[src/rtl/oitf_ctrl.sv]
// rtl/oitf_ctrl.sv - outstanding instruction track FIFO; define OITF_WAW_CHK_EN to enable the rd write-after-write hazard compare
`ifndef ITAG_WIDTH
`define ITAG_WIDTH 2
`endif
`ifndef RFIDX_WIDTH
`define RFIDX_WIDTH 5
`endif

module oitf_ctrl #(
    parameter int ITAG_WIDTH  = `ITAG_WIDTH,
    parameter int DEPTH       = 2 ** ITAG_WIDTH,
    parameter int RFIDX_WIDTH = `RFIDX_WIDTH
) (
    input  logic                   clk,
    input  logic                   rst_n,
    input  logic                   dis_ena,
    output logic                   dis_ready,
    output logic [ITAG_WIDTH-1:0]  dis_ptr,
    input  logic                   disp_i_rdwen,
    input  logic [RFIDX_WIDTH-1:0] disp_i_rdidx,
    input  logic                   disp_i_rs1en,
    input  logic                   disp_i_rs2en,
    input  logic [RFIDX_WIDTH-1:0] disp_i_rs1idx,
    input  logic [RFIDX_WIDTH-1:0] disp_i_rs2idx,
    output logic                   oitfrd_match_disprs1,
    output logic                   oitfrd_match_disprs2,
    output logic                   oitfrd_match_disprd,
    input  logic                   oitf_ret_ena,
    output logic [ITAG_WIDTH-1:0]  oitf_ret_ptr,
    output logic                   oitf_ret_rdwen,
    output logic [RFIDX_WIDTH-1:0] oitf_ret_rdidx,
    output logic                   oitf_empty
);

    localparam logic [ITAG_WIDTH-1:0] LAST_IDX = ITAG_WIDTH'(DEPTH - 1);
    localparam logic [ITAG_WIDTH-1:0] ONE_IDX  = ITAG_WIDTH'(1);

    logic [ITAG_WIDTH-1:0]  alloc_idx;
    logic                   alloc_flag;
    logic [ITAG_WIDTH-1:0]  ret_idx;
    logic                   ret_flag;
    logic [DEPTH-1:0]       vld;
    logic [DEPTH-1:0]       ent_rdwen;
    logic [RFIDX_WIDTH-1:0] ent_rdidx [DEPTH];

    logic full;
    logic alloc_fire;
    logic ret_fire;

    // Pointer-pair occupancy: same index means empty or full, the wrap flag disambiguates
    always_comb begin
        oitf_empty = (alloc_idx == ret_idx) && (alloc_flag == ret_flag);
        full       = (alloc_idx == ret_idx) && (alloc_flag != ret_flag);
        dis_ready  = ~full;
        dis_ptr    = alloc_idx;
        alloc_fire = dis_ena & ~full;
        ret_fire   = oitf_ret_ena & ~oitf_empty;
    end

    // Head entry payload is visible in the same cycle for the writeback stage
    always_comb begin
        oitf_ret_ptr   = ret_idx;
        oitf_ret_rdwen = ent_rdwen[ret_idx];
        oitf_ret_rdidx = ent_rdidx[ret_idx];
    end

    // Alloc pointer advances on accepted dispatch, flag toggles on wrap
    always_ff @(posedge clk) begin
        if (!rst_n) begin
            alloc_idx  <= '0;
            alloc_flag <= 1'b0;
        end else if (alloc_fire) begin
            if (alloc_idx == LAST_IDX) begin
                alloc_idx  <= '0;
                alloc_flag <= ~alloc_flag;
            end else begin
                alloc_idx <= alloc_idx + ONE_IDX;
            end
        end
    end

    // Retire pointer advances on accepted retire, flag toggles on wrap
    always_ff @(posedge clk) begin
        if (!rst_n) begin
            ret_idx  <= '0;
            ret_flag <= 1'b0;
        end else if (ret_fire) begin
            if (ret_idx == LAST_IDX) begin
                ret_idx  <= '0;
                ret_flag <= ~ret_flag;
            end else begin
                ret_idx <= ret_idx + ONE_IDX;
            end
        end
    end

    // Entry storage; alloc and retire never target the same slot in one cycle
    always_ff @(posedge clk) begin
        if (!rst_n) begin
            vld       <= '0;
            ent_rdwen <= '0;
            for (int i = 0; i < DEPTH; i++) begin
                ent_rdidx[i] <= '0;
            end
        end else begin
            if (ret_fire) begin
                vld[ret_idx] <= 1'b0;
            end
            if (alloc_fire) begin
                vld[alloc_idx]       <= 1'b1;
                ent_rdwen[alloc_idx] <= disp_i_rdwen;
                ent_rdidx[alloc_idx] <= disp_i_rdidx;
            end
        end
    end

    // Source hazard compare against registered entries only
    always_comb begin
        oitfrd_match_disprs1 = 1'b0;
        oitfrd_match_disprs2 = 1'b0;
        for (int i = 0; i < DEPTH; i++) begin
            if (vld[i] && ent_rdwen[i]) begin
                if (disp_i_rs1en && (ent_rdidx[i] == disp_i_rs1idx)) begin
                    oitfrd_match_disprs1 = 1'b1;
                end
                if (disp_i_rs2en && (ent_rdidx[i] == disp_i_rs2idx)) begin
                    oitfrd_match_disprs2 = 1'b1;
                end
            end
        end
    end

`ifdef OITF_WAW_CHK_EN
    // Destination write-after-write compare against registered entries
    always_comb begin
        oitfrd_match_disprd = 1'b0;
        for (int i = 0; i < DEPTH; i++) begin
            if (vld[i] && ent_rdwen[i] && disp_i_rdwen && (ent_rdidx[i] == disp_i_rdidx)) begin
                oitfrd_match_disprd = 1'b1;
            end
        end
    end
`else
    assign oitfrd_match_disprd = 1'b0;
`endif

endmodule

[config.mk]
export PLATFORM = sky130hd
export DESIGN_NAME = oitf_ctrl
export DESIGN_NICKNAME = d
export VERILOG_FILES = /design/src/rtl/oitf_ctrl.sv
export SDC_FILE = /design/constraint.sdc
export NUM_CORES = 1
export LEC_CHECK = 0
export BUFFER_PORTS_ARGS = -buffer_cell sky130_fd_sc_hd__buf_4
export CORE_UTILIZATION = 45
export DETAILED_ROUTE_END_ITERATION = 6
export PLACE_DENSITY = 0.68
export SYNTH_ARGS = -nofsm -noshare
export SYNTH_HDL_FRONTEND = slang
export SYNTH_SLANG_ARGS = --single-unit
[constraint.sdc]
create_clock -name clk -period 2.85 [get_ports clk]
set_input_delay 0.1425 -clock clk [delete_from_list [all_inputs] [get_ports clk]]
set_output_delay 0.1425 -clock clk [all_outputs]
set_load 0.02 [all_outputs]
==> out/metrics.yaml <==
logic_synthesis:
  postSynth.asyncResetShare: 0
  avgSynthCellArea_sq_um: 11.3
  synth_adder_area_share: 0.0444
  synth_compound_area_frac: 0.0550
  ys.flop_type: "edfxtp_1"
  yosys.area_share.simple: 0.177
  synth_nets: 230
  ys_seq_elements: 36
  yosysSeqAreaShare: 0.409
  synthDistinctLibCells: 32
  synthesis.instances: 200
  synth_xor_area_frac: 0.178
  syn_area_sq_um: 2250
  synth_top_family_by_area: "XOR/XNOR gates"
  synth_edf_count: 20
  synth_mux_area_frac: 0.106
  ys_warn_count: 0
cts:
  ctsHoldBuffers: 0
  clk_pin_slew_ns: 0.07
  cts_setup_buffers: 0
  cts_tree: "built"
  clock_path_buffers: 2
  cts_sinks: 36
  cts_resized: 0
  numCtsBuffers: 5
  h-tree-depth: 2
  root_buffer: "clkbuf_8"
  clkLatencyLatePin_ns: 0.29
critical_path:
  r2r-end: "ent_rdidx[0][4]$_SDFFCE_PN0P_"
  crit_buf_inv: 0
  slowest_stage: "dfxtp_1"
  rrSetupSlack_ns: 0.76
  crit_chain: "xnor2_2 > a31oi_4 > and4_4 > nand2b_1"
  arrival_ns: 2.08
  required_ns: 2.83
  crit_type: "flip-flop to flip-flop"
  cp-end-kind: "flip-flop"
  path_delay_family: "flip-flops"
  reg2reg_depth: 4
  critPathMaxFanout: 19
  start_kind: "flip-flop"
  rr_startpoint: "oitf_ret_ptr[0]$_SDFFE_PN0P_"
  worst_path_largest_cell_delay_ns: 0.55
final_layout:
  nNetsFinal: 266
  antenna_cells: 0
  final_common_cell: "buf_4"
  drive_above_1_share: 0.249
  syn2layout_area_growth_pct: 17.5
  utilization: 0.553
  final_cell_mix: "35 x buf_4, 33 x xor2_1, 20 x edfxtp_1"
status:
  status: "complete, no violations"
power_and_ir_drop:
  combPwrFrac: 0.242
  powerDensity_nw_per_um2: 492
  peakVddDrop_mv: 0.258
  p_seq_frac: 0.494
  internal_power_uw: 915
  p_switching_uw: 387
  power.leakage_nw: 1.12
  clkPwrFrac: 0.263
  swShare: 0.297
detailed_routing:
  drt-total-wl_um: 4810
  vias: 1594
  wire_per_inst_um: 15.8
  drc: 0
  vias_per_cell: 5.24
  drt-initial-drc-count: 110
  drt-pass1-iter-count: 4
  ant_nets: 0
grt:
  antenna_found_initial: 0
  grtUsageTotal: 0.200
  grt_max_degree: 34
  grt_pass1_vias: 1494
  grt.overflow.total: 0
  grt_pass1_wl_um: 7640
timing:
  hold_viol: 0
  slew_viol_final: 0
  min_period_ns: 2.09
  setup_tns_ns: 0
  rsz0062_at_grt: "no"
  setup_viol: 0
  slew_headroom: 0.660
  finalCritPeriodShare: 0.735
  finClkSkew_ns: 0.00890
  clock.fmax_mhz: 478
  tightestPinTransition_ns: 0.510
floorplan:
  die_x_um: 72.8
  die_area_sq_um: 5290
  die_h_um: 72.8
  std_cell_rows: 25
  ioPinCount: 37
  core_area_sq_um: 4790
  initial_utilization: 0.471
placed_design:
  gp_congestion: 0.839
  io_buffers: 35
  hpwl_um: 3830
min_path:
  hp-class: "input pin to flip-flop"
  worstHoldEndpoint: "ent_rdidx[0][3]$_SDFFCE_PN0P_"
  min_path_cells: 2
  hold_start: "disp_i_rdidx[3]"
run:
  cap_violations: 0
==> kinds of logic after synthesis <==
kind of cell | after synthesis
xor gates and xnor gates | 44
other | 1
buffers and inverters | 15
and+or+nand+nor | 68
muxes | 16
AOI/OAI and AO/OA | 12
adders and majority gates | 8
DFF | 36
==> cell type report <==
class | instances | area (sq um)
Clock buffer | 7 | 76.3
Clock inverter | 1 | 5.00
Fill cell | 431 | 2140
Inverter | 9 | 33.8
Multi-Input combinational cell | 149 | 1260
Sequential cell | 36 | 921
Tap cell | 67 | 83.8
Timing Repair Buffer | 35 | 263
==> power by group through the flow <==
stage          clock (mW)  combinational (mW)  sequential [mW]
6_report            0.343               0.316            0.644
4_1_cts             0.351               0.318            0.644
2_1_floorplan           0               0.213            0.639
3_5_place_dp            0               0.317            0.655
3_3_place_gp            0               0.315            0.653
5_1_grt             0.376               0.342            0.650
==> how the worst max path moves through the flow <==
stage | cells past startpoint | startpoint | end | slack, ns
floorplan | 5 | oitf_ret_ptr[0]$_SDFFE_PN0P_ | ent_rdidx[3][0]$_DFFE_PP_ | 0.87
global placement | 4 | oitf_ret_ptr[0]$_SDFFE_PN0P_ | ent_rdidx[0][3]$_SDFFCE_PN0P_ | 0.84
detailed placement | 4 | oitf_ret_ptr[0]$_SDFFE_PN0P_ | ent_rdidx[2][3]$_SDFFCE_PN0P_ | 0.76
CTS | 4 | oitf_ret_ptr[0]$_SDFFE_PN0P_ | ent_rdidx[2][3]$_SDFFCE_PN0P_ | 0.75
global route | 4 | oitf_ret_ptr[0]$_SDFFE_PN0P_ | ent_rdidx[2][3]$_SDFFCE_PN0P_ | 0.62
finish | 4 | oitf_ret_ptr[0]$_SDFFE_PN0P_ | ent_rdidx[0][4]$_SDFFCE_PN0P_ | 0.76
==> cells in the mapped netlist, types with 2 or more instances <==
master / number / area share
nand2b_1: 5 / 0.014
mux2i_1: 10 / 0.044
ha_1: 8 / 0.044
and4_4: 3 / 0.015
xnor2_2: 2 / 0.014
a31oi_4: 2 / 0.019
mux4_2: 5 / 0.050
a41oi_1: 2 / 0.0078
dfxtp_1: 16 / 0.14
a31o_2: 3 / 0.012
and3_1: 5 / 0.014
nand2_1: 15 / 0.025
and2_1: 16 / 0.044
nor4_1: 8 / 0.022
nand4_1: 8 / 0.022
inv_1: 8 / 0.013
xor2_1: 33 / 0.13
nor2_1: 2 / 0.0033
nor2b_1: 4 / 0.011
edfxtp_1: 20 / 0.27
xnor2_1: 9 / 0.035
clkbuf_1: 4 / 0.0067
a21oi_1: 3 / 0.0067
==> per-layer routing <==
layer  vias up  part of all wire  GRT usage
met1       770              0.48      0.274
met3         7             0.031     0.0304
met5         -                 0          0
met2        35              0.47      0.314
met4         0             0.019     0.0915
li1        782                 -          -
==> flip-flops by register name, indices dropped and copies added (netlist names), named ones only <==
signal        cells
ent_rdidx        20
ret_flag          1
oitf_ret_ptr      2
dis_ptr           2
ent_rdwen         4
vld               4
alloc_flag        1
==> through the flow <==
step | total power, mW | setup slack [ns] | hold slack (ns) | cells | area (sq um)
after global routing | 1.37 | 0.618 | 0.167 | 304 | 2650
final | 1.30 | 0.757 | 0.158 | 304 | 2650
after floorplan | 0.852 | 0.867 | 0.341 | 200 | 2250
after detailed placement | 0.972 | 0.761 | 0.457 | 296 | 2570
after global placement | 0.968 | 0.837 | 0.465 | 296 | 2570
after CTS | 1.31 | 0.755 | 0.156 | 304 | 2650
(Power assumes the default switching activity.)
